[src/rtl/rv32i_mem_arbiter_if.sv]
// Bundle of the core-side (imem/dmem) and memory-side signals of rv32i_mem_arbiter.
// The arbiter uses the slave view: it serves the core's requests and issues memory cycles.
// The master view is the environment: the core ports plus the memory that answers.
interface rv32i_mem_arbiter_if;
  logic        imem_req_i;
  logic [31:0] imem_add_i;
  logic [31:0] imem_data_o;
  logic        imem_ready_o;
  logic        dmem_re_i;
  logic        dmem_we_i;
  logic [31:0] dmem_add_i;
  logic [31:0] dmem_di_i;
  logic [3:0]  dmem_ble_i;
  logic [31:0] dmem_do_o;
  logic        dmem_ready_o;
  logic        mem_req_o;
  logic        mem_we_o;
  logic [31:0] mem_add_o;
  logic [31:0] mem_wdata_o;
  logic [3:0]  mem_ble_o;
  logic [31:0] mem_rdata_i;
  logic        mem_ack_i;
  logic        stall_o;
  logic        err_o;

  modport slave (
    input  imem_req_i, imem_add_i, dmem_re_i, dmem_we_i, dmem_add_i, dmem_di_i,
           dmem_ble_i, mem_rdata_i, mem_ack_i,
    output imem_data_o, imem_ready_o, dmem_do_o, dmem_ready_o, mem_req_o, mem_we_o,
           mem_add_o, mem_wdata_o, mem_ble_o, stall_o, err_o
  );

  modport master (
    output imem_req_i, imem_add_i, dmem_re_i, dmem_we_i, dmem_add_i, dmem_di_i,
           dmem_ble_i, mem_rdata_i, mem_ack_i,
    input  imem_data_o, imem_ready_o, dmem_do_o, dmem_ready_o, mem_req_o, mem_we_o,
           mem_add_o, mem_wdata_o, mem_ble_o, stall_o, err_o
  );
endinterface

[src/rtl/rv32i_mem_arbiter.sv]
// rv32i_mem_arbiter: shares one single-port memory between the RV32i fetch and data ports.
// IDLE arbitrates and latches the winner, BUSY holds mem_req_o until mem_ack_i, RESP gives
// the owner a one-cycle ready pulse. Data has priority, but after MAX_DATA_GRANTS data grants
// in a row with a fetch waiting the fetch is forced through.
// Optional build macro RV32I_ARB_TIMEOUT_EN: a BUSY access with no ack for TIMEOUT_CYCLES
// cycles is aborted; the owner gets ready with data 0 and err_o pulses. Without it err_o is 0.
module rv32i_mem_arbiter #(
  parameter int MAX_DATA_GRANTS = 4,
  parameter int TIMEOUT_CYCLES  = 64
) (
  input  logic               clk_i,
  input  logic               reset_i,
  rv32i_mem_arbiter_if.slave bus
);

  localparam int               CNT_W   = $clog2(MAX_DATA_GRANTS + 1);
  localparam logic [CNT_W-1:0] CNT_MAX = CNT_W'(MAX_DATA_GRANTS);

  typedef enum logic [1:0] {
    IDLE = 2'd0,
    BUSY = 2'd1,
    RESP = 2'd2
  } state_t;

  state_t             state_reg, state_next;
  logic               owner_data_reg, owner_data_next;  // 1: data port owns the access
  logic               we_reg, we_next;
  logic [31:0]        add_reg, add_next;
  logic [31:0]        wdata_reg, wdata_next;
  logic [3:0]         ble_reg, ble_next;
  logic [31:0]        rdata_reg, rdata_next;
  logic [CNT_W-1:0]   dgrant_cnt_reg, dgrant_cnt_next;

  logic               fetch_pend;
  logic               data_pend;
  logic               fetch_wins;

`ifdef RV32I_ARB_TIMEOUT_EN
  localparam int               TMO_W    = $clog2(TIMEOUT_CYCLES + 1);
  localparam logic [TMO_W-1:0] TMO_LAST = TMO_W'(TIMEOUT_CYCLES - 1);
  logic [TMO_W-1:0]   tmo_cnt_reg, tmo_cnt_next;
  logic               err_reg, err_next;
`else
  logic               unused_timeout_cfg;
  assign unused_timeout_cfg = (TIMEOUT_CYCLES > 0);
`endif

  assign fetch_pend = bus.imem_req_i;
  assign data_pend  = bus.dmem_re_i | bus.dmem_we_i;
  // A waiting fetch wins only when data is idle or data has used up its run of grants.
  assign fetch_wins = fetch_pend && (!data_pend || (dgrant_cnt_reg == CNT_MAX));

  // State and latched-transaction registers; reset abandons any access in flight.
  always_ff @(posedge clk_i or posedge reset_i) begin
    if (reset_i) begin
      state_reg      <= IDLE;
      owner_data_reg <= 1'b0;
      we_reg         <= 1'b0;
      add_reg        <= '0;
      wdata_reg      <= '0;
      ble_reg        <= '0;
      rdata_reg      <= '0;
      dgrant_cnt_reg <= '0;
`ifdef RV32I_ARB_TIMEOUT_EN
      tmo_cnt_reg    <= '0;
      err_reg        <= 1'b0;
`endif
    end else begin
      state_reg      <= state_next;
      owner_data_reg <= owner_data_next;
      we_reg         <= we_next;
      add_reg        <= add_next;
      wdata_reg      <= wdata_next;
      ble_reg        <= ble_next;
      rdata_reg      <= rdata_next;
      dgrant_cnt_reg <= dgrant_cnt_next;
`ifdef RV32I_ARB_TIMEOUT_EN
      tmo_cnt_reg    <= tmo_cnt_next;
      err_reg        <= err_next;
`endif
    end
  end

  // Next-state logic: arbitrate in IDLE, wait for ack (or timeout) in BUSY, pulse in RESP.
  always_comb begin
    state_next      = state_reg;
    owner_data_next = owner_data_reg;
    we_next         = we_reg;
    add_next        = add_reg;
    wdata_next      = wdata_reg;
    ble_next        = ble_reg;
    rdata_next      = rdata_reg;
    dgrant_cnt_next = dgrant_cnt_reg;
`ifdef RV32I_ARB_TIMEOUT_EN
    tmo_cnt_next    = tmo_cnt_reg;
    err_next        = err_reg;
`endif
    case (state_reg)
      IDLE: begin
        if (fetch_pend || data_pend) begin
          state_next = BUSY;
`ifdef RV32I_ARB_TIMEOUT_EN
          tmo_cnt_next = '0;
          err_next     = 1'b0;
`endif
          if (fetch_wins) begin
            owner_data_next = 1'b0;
            we_next         = 1'b0;
            add_next        = bus.imem_add_i;
            wdata_next      = '0;
            ble_next        = 4'hF;
            dgrant_cnt_next = '0;
          end else begin
            // Load and store both high is a store.
            owner_data_next = 1'b1;
            we_next         = bus.dmem_we_i;
            add_next        = bus.dmem_add_i;
            wdata_next      = bus.dmem_di_i;
            ble_next        = bus.dmem_ble_i;
            if (!fetch_pend) begin
              dgrant_cnt_next = '0;
            end else if (dgrant_cnt_reg != CNT_MAX) begin
              dgrant_cnt_next = dgrant_cnt_reg + CNT_W'(1);
            end
          end
        end
      end
      BUSY: begin
        if (bus.mem_ack_i) begin
          rdata_next = bus.mem_rdata_i;
          state_next = RESP;
        end
`ifdef RV32I_ARB_TIMEOUT_EN
        else if (tmo_cnt_reg == TMO_LAST) begin
          rdata_next = '0;
          err_next   = 1'b1;
          state_next = RESP;
        end else begin
          tmo_cnt_next = tmo_cnt_reg + TMO_W'(1);
        end
`endif
      end
      RESP: begin
        state_next = IDLE;
      end
      default: begin
        state_next = IDLE;
      end
    endcase
  end

  assign bus.mem_req_o    = (state_reg == BUSY);
  assign bus.mem_we_o     = we_reg;
  assign bus.mem_add_o    = add_reg;
  assign bus.mem_wdata_o  = wdata_reg;
  assign bus.mem_ble_o    = ble_reg;

  assign bus.imem_ready_o = (state_reg == RESP) && !owner_data_reg;
  assign bus.dmem_ready_o = (state_reg == RESP) && owner_data_reg;
  assign bus.imem_data_o  = bus.imem_ready_o ? rdata_reg : 32'h0;
  // A store completion returns no data.
  assign bus.dmem_do_o    = (bus.dmem_ready_o && !we_reg) ? rdata_reg : 32'h0;

  assign bus.stall_o = (bus.imem_req_i & ~bus.imem_ready_o) |
                       ((bus.dmem_re_i | bus.dmem_we_i) & ~bus.dmem_ready_o);

`ifdef RV32I_ARB_TIMEOUT_EN
  assign bus.err_o = (state_reg == RESP) && err_reg;
`else
  assign bus.err_o = 1'b0;
`endif

endmodule

[src/flat_wrapper.sv]
// flat-port wrapper written by rule: the top's interface ports become plain ports
module rv32i_mem_arbiter_flat 
#(
  parameter int MAX_DATA_GRANTS = 4,
  parameter int TIMEOUT_CYCLES  = 64
)
  (clk_i, reset_i, bus_imem_req_i, bus_imem_add_i, bus_dmem_re_i, bus_dmem_we_i, bus_dmem_add_i, bus_dmem_di_i, bus_dmem_ble_i, bus_mem_rdata_i, bus_mem_ack_i, bus_imem_data_o, bus_imem_ready_o, bus_dmem_do_o, bus_dmem_ready_o, bus_mem_req_o, bus_mem_we_o, bus_mem_add_o, bus_mem_wdata_o, bus_mem_ble_o, bus_stall_o, bus_err_o);
  rv32i_mem_arbiter_if bus_i ();
  input  logic clk_i;
  input  logic reset_i;
  input wire logic [$bits(bus_i.imem_req_i)-1:0] bus_imem_req_i;
  input wire logic [$bits(bus_i.imem_add_i)-1:0] bus_imem_add_i;
  input wire logic [$bits(bus_i.dmem_re_i)-1:0] bus_dmem_re_i;
  input wire logic [$bits(bus_i.dmem_we_i)-1:0] bus_dmem_we_i;
  input wire logic [$bits(bus_i.dmem_add_i)-1:0] bus_dmem_add_i;
  input wire logic [$bits(bus_i.dmem_di_i)-1:0] bus_dmem_di_i;
  input wire logic [$bits(bus_i.dmem_ble_i)-1:0] bus_dmem_ble_i;
  input wire logic [$bits(bus_i.mem_rdata_i)-1:0] bus_mem_rdata_i;
  input wire logic [$bits(bus_i.mem_ack_i)-1:0] bus_mem_ack_i;
  output wire logic [$bits(bus_i.imem_data_o)-1:0] bus_imem_data_o;
  output wire logic [$bits(bus_i.imem_ready_o)-1:0] bus_imem_ready_o;
  output wire logic [$bits(bus_i.dmem_do_o)-1:0] bus_dmem_do_o;
  output wire logic [$bits(bus_i.dmem_ready_o)-1:0] bus_dmem_ready_o;
  output wire logic [$bits(bus_i.mem_req_o)-1:0] bus_mem_req_o;
  output wire logic [$bits(bus_i.mem_we_o)-1:0] bus_mem_we_o;
  output wire logic [$bits(bus_i.mem_add_o)-1:0] bus_mem_add_o;
  output wire logic [$bits(bus_i.mem_wdata_o)-1:0] bus_mem_wdata_o;
  output wire logic [$bits(bus_i.mem_ble_o)-1:0] bus_mem_ble_o;
  output wire logic [$bits(bus_i.stall_o)-1:0] bus_stall_o;
  output wire logic [$bits(bus_i.err_o)-1:0] bus_err_o;
  assign bus_i.imem_req_i = bus_imem_req_i;
  assign bus_i.imem_add_i = bus_imem_add_i;
  assign bus_i.dmem_re_i = bus_dmem_re_i;
  assign bus_i.dmem_we_i = bus_dmem_we_i;
  assign bus_i.dmem_add_i = bus_dmem_add_i;
  assign bus_i.dmem_di_i = bus_dmem_di_i;
  assign bus_i.dmem_ble_i = bus_dmem_ble_i;
  assign bus_i.mem_rdata_i = bus_mem_rdata_i;
  assign bus_i.mem_ack_i = bus_mem_ack_i;
  assign bus_imem_data_o = bus_i.imem_data_o;
  assign bus_imem_ready_o = bus_i.imem_ready_o;
  assign bus_dmem_do_o = bus_i.dmem_do_o;
  assign bus_dmem_ready_o = bus_i.dmem_ready_o;
  assign bus_mem_req_o = bus_i.mem_req_o;
  assign bus_mem_we_o = bus_i.mem_we_o;
  assign bus_mem_add_o = bus_i.mem_add_o;
  assign bus_mem_wdata_o = bus_i.mem_wdata_o;
  assign bus_mem_ble_o = bus_i.mem_ble_o;
  assign bus_stall_o = bus_i.stall_o;
  assign bus_err_o = bus_i.err_o;
  rv32i_mem_arbiter #(.MAX_DATA_GRANTS(MAX_DATA_GRANTS), .TIMEOUT_CYCLES(TIMEOUT_CYCLES)) u_core (.clk_i(clk_i), .reset_i(reset_i), .bus(bus_i));
endmodule
[config.mk]
export PLATFORM = sky130hd
export DESIGN_NAME = rv32i_mem_arbiter_flat
export DESIGN_NICKNAME = d
export VERILOG_FILES = /design/src/rtl/rv32i_mem_arbiter_if.sv /design/src/rtl/rv32i_mem_arbiter.sv /design/src/flat_wrapper.sv
export SDC_FILE = /design/constraint.sdc
export NUM_CORES = 1
export LEC_CHECK = 0
export CORE_MARGIN = 2
export CORE_UTILIZATION = 35
export DETAILED_ROUTE_END_ITERATION = 12
export PLACE_DENSITY = 0.77
export SYNTH_ARGS = -nofsm -noshare
export SYNTH_HDL_FRONTEND = slang
export SYNTH_SLANG_ARGS = --single-unit
[constraint.sdc]
create_clock -name clk_i -period 3.19 [get_ports clk_i]
set_input_delay 0.4785 -clock clk_i [delete_from_list [all_inputs] [get_ports clk_i]]
set_output_delay 0.4785 -clock clk_i [all_outputs]
set_load 0.01 [all_outputs]
==> out/qor.csv, run 1 <==
metric,value,unit
HPWL after DPL,11410,um
P&R area growth vs syn,66.13,%
cell area after synthesis,0.004883,mm^2
I/O Buffers,274,
DRC violations left,0,
Fmax,0.3771,GHz
hold buffer count at CTS,0,
yosys warns,0,
row cnt,43,
Synth area leaders,"dfrtp_1 (55%), and2_1 (8.2%), mux2_2 (7.4%)",
Reg2Reg Depth,5,
Total Die Area,0.01491,mm^2
Max Slew Vio Count,0,
VDD IR-drop max,0.3174,mV
initial DRC count,216,
fraction of layout cells with a size suffix above 1,9.605,%
data required time at the worst endpoint,2.71,ns
area post-placement,0.007785,mm^2
num ports,276,
Yosys reg bits,107,
CTS tree,built,
Syn Nets,587,
CP Capture Type,output pin,
Least-Margin Pin Slew,1.150,ns
H-tree depth reported by CTS,3,
number of global-route vias before repair,4430,
Synth top cells by count,"dfrtp_1 (107), and2_1 (64), o21ai_0 (35)",
Post-DRT Antenna Nets,0,
multi-input logic area,0.001972,mm^2
total leakage power,3.274,nW
gr ovfl total,0,
post-layout min period,2.652,ns
largest area contributor in the netlist,dfrtp_1,
Die H,122.1,um
first-pass GRT wire length,23140,um
detailed-route via count,4550,
CTS sink cnt,107,
post-cts sizing count,0,
Hold Crit Endpoint,u_core.bus.mem_wdata_o[17],
arrival time worst endpoint,2.17,ns
total power,6.623,mW
DP Worst Slack,0.3935,ns
RSZ-0062 raised after global routing,false,
pwr/cell area,816.4,mW/mm^2
"Reg clk slew, reported paths",0.08,ns
Final GP Congestion,0.8127,
fin area,0.008113,mm^2
ys async rst share,100.0,%
GRT Util Overall,19.87,%
initial antenna violation count,0,
register area,0.002678,mm^2
"Top FF cell, synth",dfrtp_1,
ant diodes,0,
Post-synth EDFFs,0,
wire per inst,17.23,um
slew margin rel.,23.37,%
Final Hold Viols,0,
clock skew after layout,0.01618,ns
R2R Path End,u_core.bus.mem_ble_o[0],
Die W,122.1,um
Yosys top cell area share,54.83,%
Hold Crit Depth,1,
final setup margin,0.5381,ns
Post-Route Setup TNS,0,ns
CP max FO,32,
Initial Util,35.46,%
Netlist cell types,30,
vias per inst,5.124,
syn avg cell area,10.92,um^2
CP Class,reg -> out,
worst r2r src,u_core.dgrant_cnt_reg[0],
Layout Nets,843,
Gate Count Post-Synth,447,
setup bufs post-CTS,0,
largest net degree at the start of global routing,41,
CTS root buffer,clkbuf_16,
fillers,1158,
TritonRoute pass-1 iters,4,
Min-Delay Path Class,reg -> reg,
# setup viols final,0,
clock tree buffer depth,2,
sequential cell area fraction in the yosys report,54.83,%
status,completed,
most frequent cell after synthesis,dfrtp_1,
Tcrit/Tclk final,83.13,%
Core ar.,0.01377,mm^2
startpoint types,flip-flop,
max_cap viols,0,
Worst R2R Setup Slack,1.05,ns
final WL,15300,um
Clock Latency Late Sink,0.35,ns
Hold Crit Start,u_core.bus.mem_wdata_o[17],
cts bufs inserted,9,
==> metrics by stage <==
step / utilization (%) / hold slack [ns] / cells
2_1_floorplan: - / 0.4652 / 447
3_3_place_gp: 56.52 / 0.4891 / 872
3_5_place_dp: 56.52 / 0.4919 / 872
4_1_cts: 58.90 / 0.5128 / 888
5_1_grt: 58.90 / 0.5204 / 888
6_report: 58.90 / 0.5119 / 888
==> worst max-delay path by stage <==
stage                              startpoint                       to  slack, ns  cells after the start
after global placement         bus_imem_req_i  u_core.bus.mem_ble_o[0]       0.51                      5
after CTS                 u_core.state_reg[0]        bus_dmem_do_o[18]       0.51                      5
after floorplan           u_core.state_reg[0]        bus_dmem_do_o[10]       1.41                      4
after detailed placement       bus_imem_req_i  u_core.bus.mem_ble_o[0]       0.39                      5
after global routing      u_core.state_reg[0]        bus_dmem_do_o[21]       0.40                      5
final                     u_core.state_reg[0]        bus_dmem_do_o[18]       0.54                      5
==> cells in the final DEF (no fill, tap or decap), types with 2 or more instances in the layout <==
| cell type | n |
|---|---|
| inv_6 | 2 |
| and2_1 | 64 |
| dfrtp_1 | 107 |
| a31oi_1 | 33 |
| inv_8 | 2 |
| clkdlybuf4s50_1 | 274 |
| o21ai_0 | 35 |
| ha_1 | 2 |
| clkinv_8 | 2 |
| clkbuf_16 | 9 |
| buf_4 | 11 |
| nand3_1 | 32 |
| a22o_1 | 33 |
| nor2b_1 | 2 |
| nand4_1 | 2 |
| inv_1 | 10 |
| a21oi_1 | 32 |
| buf_12 | 2 |
| mux2_2 | 32 |
| a2bb2oi_1 | 4 |
==> power breakdown <==
| part | total (mW) | internal, mW | switching [mW] |
|---|---|---|---|
| clock network | 1.21 | 0.640 | 0.566 |
| logic | 2.96 | 1.67 | 1.29 |
| registers | 2.45 | 2.02 | 0.433 |
| total | 6.62 | 4.34 | 2.29 |
==> area by class of cell <==
type,instances,share of cell area (%)
timing repair buffer,287,35.32
sequential,107,33.00
multi-input combinational,287,24.31
clock buffer,9,2.776
tap,180,2.776
clock inverter,7,1.265
inverter,11,0.5552
==> cells by family after synthesis <==
kind of cell | Yosys count | share of synthesized area (%)
other | 1 | 0.07679
buffers and inverters | 53 | 5.303
DFF | 107 | 54.83
adders and majority gates | 2 | 0.5123
AOI/OAI and AO/OA | 143 | 18.76
and+or+nand+nor | 109 | 13.14
muxes | 32 | 7.379
==> critical path, stage by stage, from the launching register on <==
cell	delay, ns
dfrtp_1	0.43
and3b_1	0.29
nor2b_1	0.14
buf_4	0.25
and2_1	0.18
clkdlybuf4s50_1	0.54
==> layer usage <==
| layer | vias up | GRT usage (%) | wire, um |
|---|---|---|---|
| met3 | 29 | 5.243 | 1372 |
| met4 | 0 | 8.908 | 441 |
| met5 | - | 0 | 0 |
| li1 | 2115 | - | - |
| met2 | 227 | 33.76 | 7475 |
| met1 | 2179 | 23.60 | 6007 |
Power figures use the tool's default switching activity.
==> inputs of run 2 (changes only) <==
Settings changed: CORE_UTILIZATION 35 to 39, PLACE_DENSITY 0.77 to 0.82.
Clock period 3.19 ns to 2.6 ns, I/O delays scaled along.
==> out/qor.csv, run 2 (synthesis gave the netlist of run 1 again) <==
metric,value,unit
number of global-route vias before repair,4577,
gr ovfl total,0,
GRT Util Overall,22.37,%
initial antenna violation count,0,
Clock Latency Late Sink,0.35,ns
area post-placement,0.007780,mm^2
clock tree buffer depth,2,
Post-DRT Antenna Nets,0,
hold buffer count at CTS,0,
fin util,66.65,%
cts bufs inserted,9,
vias per inst,5.156,
# setup viols final,0,
VDD IR-drop max,0.5477,mV
fraction of layout cells with a size suffix above 1,10.13,%
largest net degree at the start of global routing,108,
Core ar.,0.01211,mm^2
wire per inst,17.63,um
CTS root buffer,clkbuf_16,
sequential share of power,37.6,%
Initial Util,40.32,%
Min-Delay Path Class,reg -> reg,
status,completed,
slew margin rel.,62.49,%
row cnt,40,
Final Hold Viols,0,
max_cap viols,0,
I/O Buffers,274,
first-pass GRT wire length,23320,um
CTS tree,built,
top cell family by delay on the critical path,buffers and inverters,
"Reg clk slew, reported paths",0.07,ns
cells along the critical path,and3b_2 > nor2b_2 > buf_4 > and2_1 > clkdlybuf4s50_1,
Internal,5.235,mW
post-layout min period,2.516,ns
Final GP Congestion,0.7939,
Fmax,0.3974,GHz
Total Die Area,0.01343,mm^2
Post-Route Setup TNS,0,ns
Least-Margin Pin Slew,0.5626,ns
num ports,276,
startpoint types,flip-flop,
Layout Nets,846,
final setup margin,0.08387,ns
detailed-route via count,4532,
fillers,984,
CP Capture Type,output pin,
"Slowest-stage cell, CP",clkdlybuf4s50_1,
Die H,115.9,um
CP max FO,16,
"most common cell after layout, fill and taps aside",clkdlybuf4s50_1,
DRC violations left,0,
total leakage power,3.265,nW
WHS,0.5106,ns
Net Switching,2.761,mW
Clock Power Share,16.1,%
TritonRoute pass-1 iters,4,
sw frac,34.53,%
Die W,115.9,um
initial DRC count,163,
arrival time worst endpoint,2.13,ns
ant diodes,0,
biggest cell delay along the critical path,0.53,ns
Logic pwr share,46.3,%
Tcrit/Tclk final,96.77,%
CP Class,reg -> out,
DP Worst Slack,0.2699,ns
clock skew after layout,0.007203,ns
P&R area growth vs syn,65.31,%
final WL,15500,um
HPWL after DPL,11650,um
Critical path buffers and inverters,2,
Max Slew Vio Count,0,
CTS sink cnt,107,
pwr/cell area,990.5,mW/mm^2
most frequent cells in the layout,"clkdlybuf4s50_1 (274), dfrtp_1 (107), and2_1 (64)",
data required time at the worst endpoint,2.21,ns
H-tree depth reported by CTS,3,
fin area,0.008073,mm^2
==> run 2: changes by cell type in the layout (fill, tap and decap cells not counted), moves of 2 or more <==
cell | before | now
buf_4 | 11 | 13
clkinv_4 | 0 | 2
clkinv_8 | 2 | 0
inv_8 | 2 | 0
==> run 2: final timing paths <==
check,end,from,slack [ns],depth (start not counted)
min in group asynchronous,u_core.rdata_reg[19],reset_i,0.54,3
setup / recovery,bus_dmem_do_o[8],u_core.state_reg[0],0.08,5
setup reg to reg,u_core.bus.mem_wdata_o[5],u_core.state_reg[1],0.93,5
hold / removal,u_core.bus.mem_wdata_o[30],u_core.bus.mem_wdata_o[30],0.51,1
hold reg to reg,u_core.bus.mem_wdata_o[30],u_core.bus.mem_wdata_o[30],0.51,1
max in group asynchronous,u_core.bus.mem_add_o[29],reset_i,1.64,3
==> run 2: what timing repair did <==
action,4_1_cts,5_1_grt
endpoints found under the setup margin,1,29
endpoints found under the hold margin,0,0
gates cloned,0,1
setup buffers,0,0
gates resized for setup,1,4
==> run 2: per-stage QoR <==
step	power, mW	instances
after global placement	6.581	862
after global routing	8.475	879
after floorplan	4.781	447
after detailed placement	6.734	862
after CTS	8.052	878
final	7.996	879
==> run 2: final cells by class <==
cell class                 instances  area (um^2)  area share (%)
timing repair buffer             290         2892           35.82
sequential                       107         2678           33.17
multi-input combinational        287         1971           24.41
clock buffer                      10        229.0           2.836
tap                              168        210.2           2.604
clock inverter                     6        48.80          0.6045
inverter                          11        45.04          0.5580
==> run 2: power by group through the flow <==
stage | clock network (mW) | registers [mW] | logic (mW)
floorplan | 0 | 3.13 | 1.66
global placement | 0 | 2.98 | 3.60
detailed placement | 0 | 3.01 | 3.72
CTS | 1.32 | 3.00 | 3.74
global route | 1.39 | 3.10 | 3.98
finish | 1.29 | 3.01 | 3.70
==> run 2: per-layer routing <==
| metal | vias to the layer above | GRT usage, % | share of wire (%) |
|---|---|---|---|
| met4 | 0 | 9.444 | 2.7 |
| met2 | 222 | 39.96 | 52 |
| li1 | 2123 | - | - |
| met5 | - | 0 | 0 |
| met1 | 2153 | 25.80 | 37 |
| met3 | 34 | 5.126 | 7.8 |
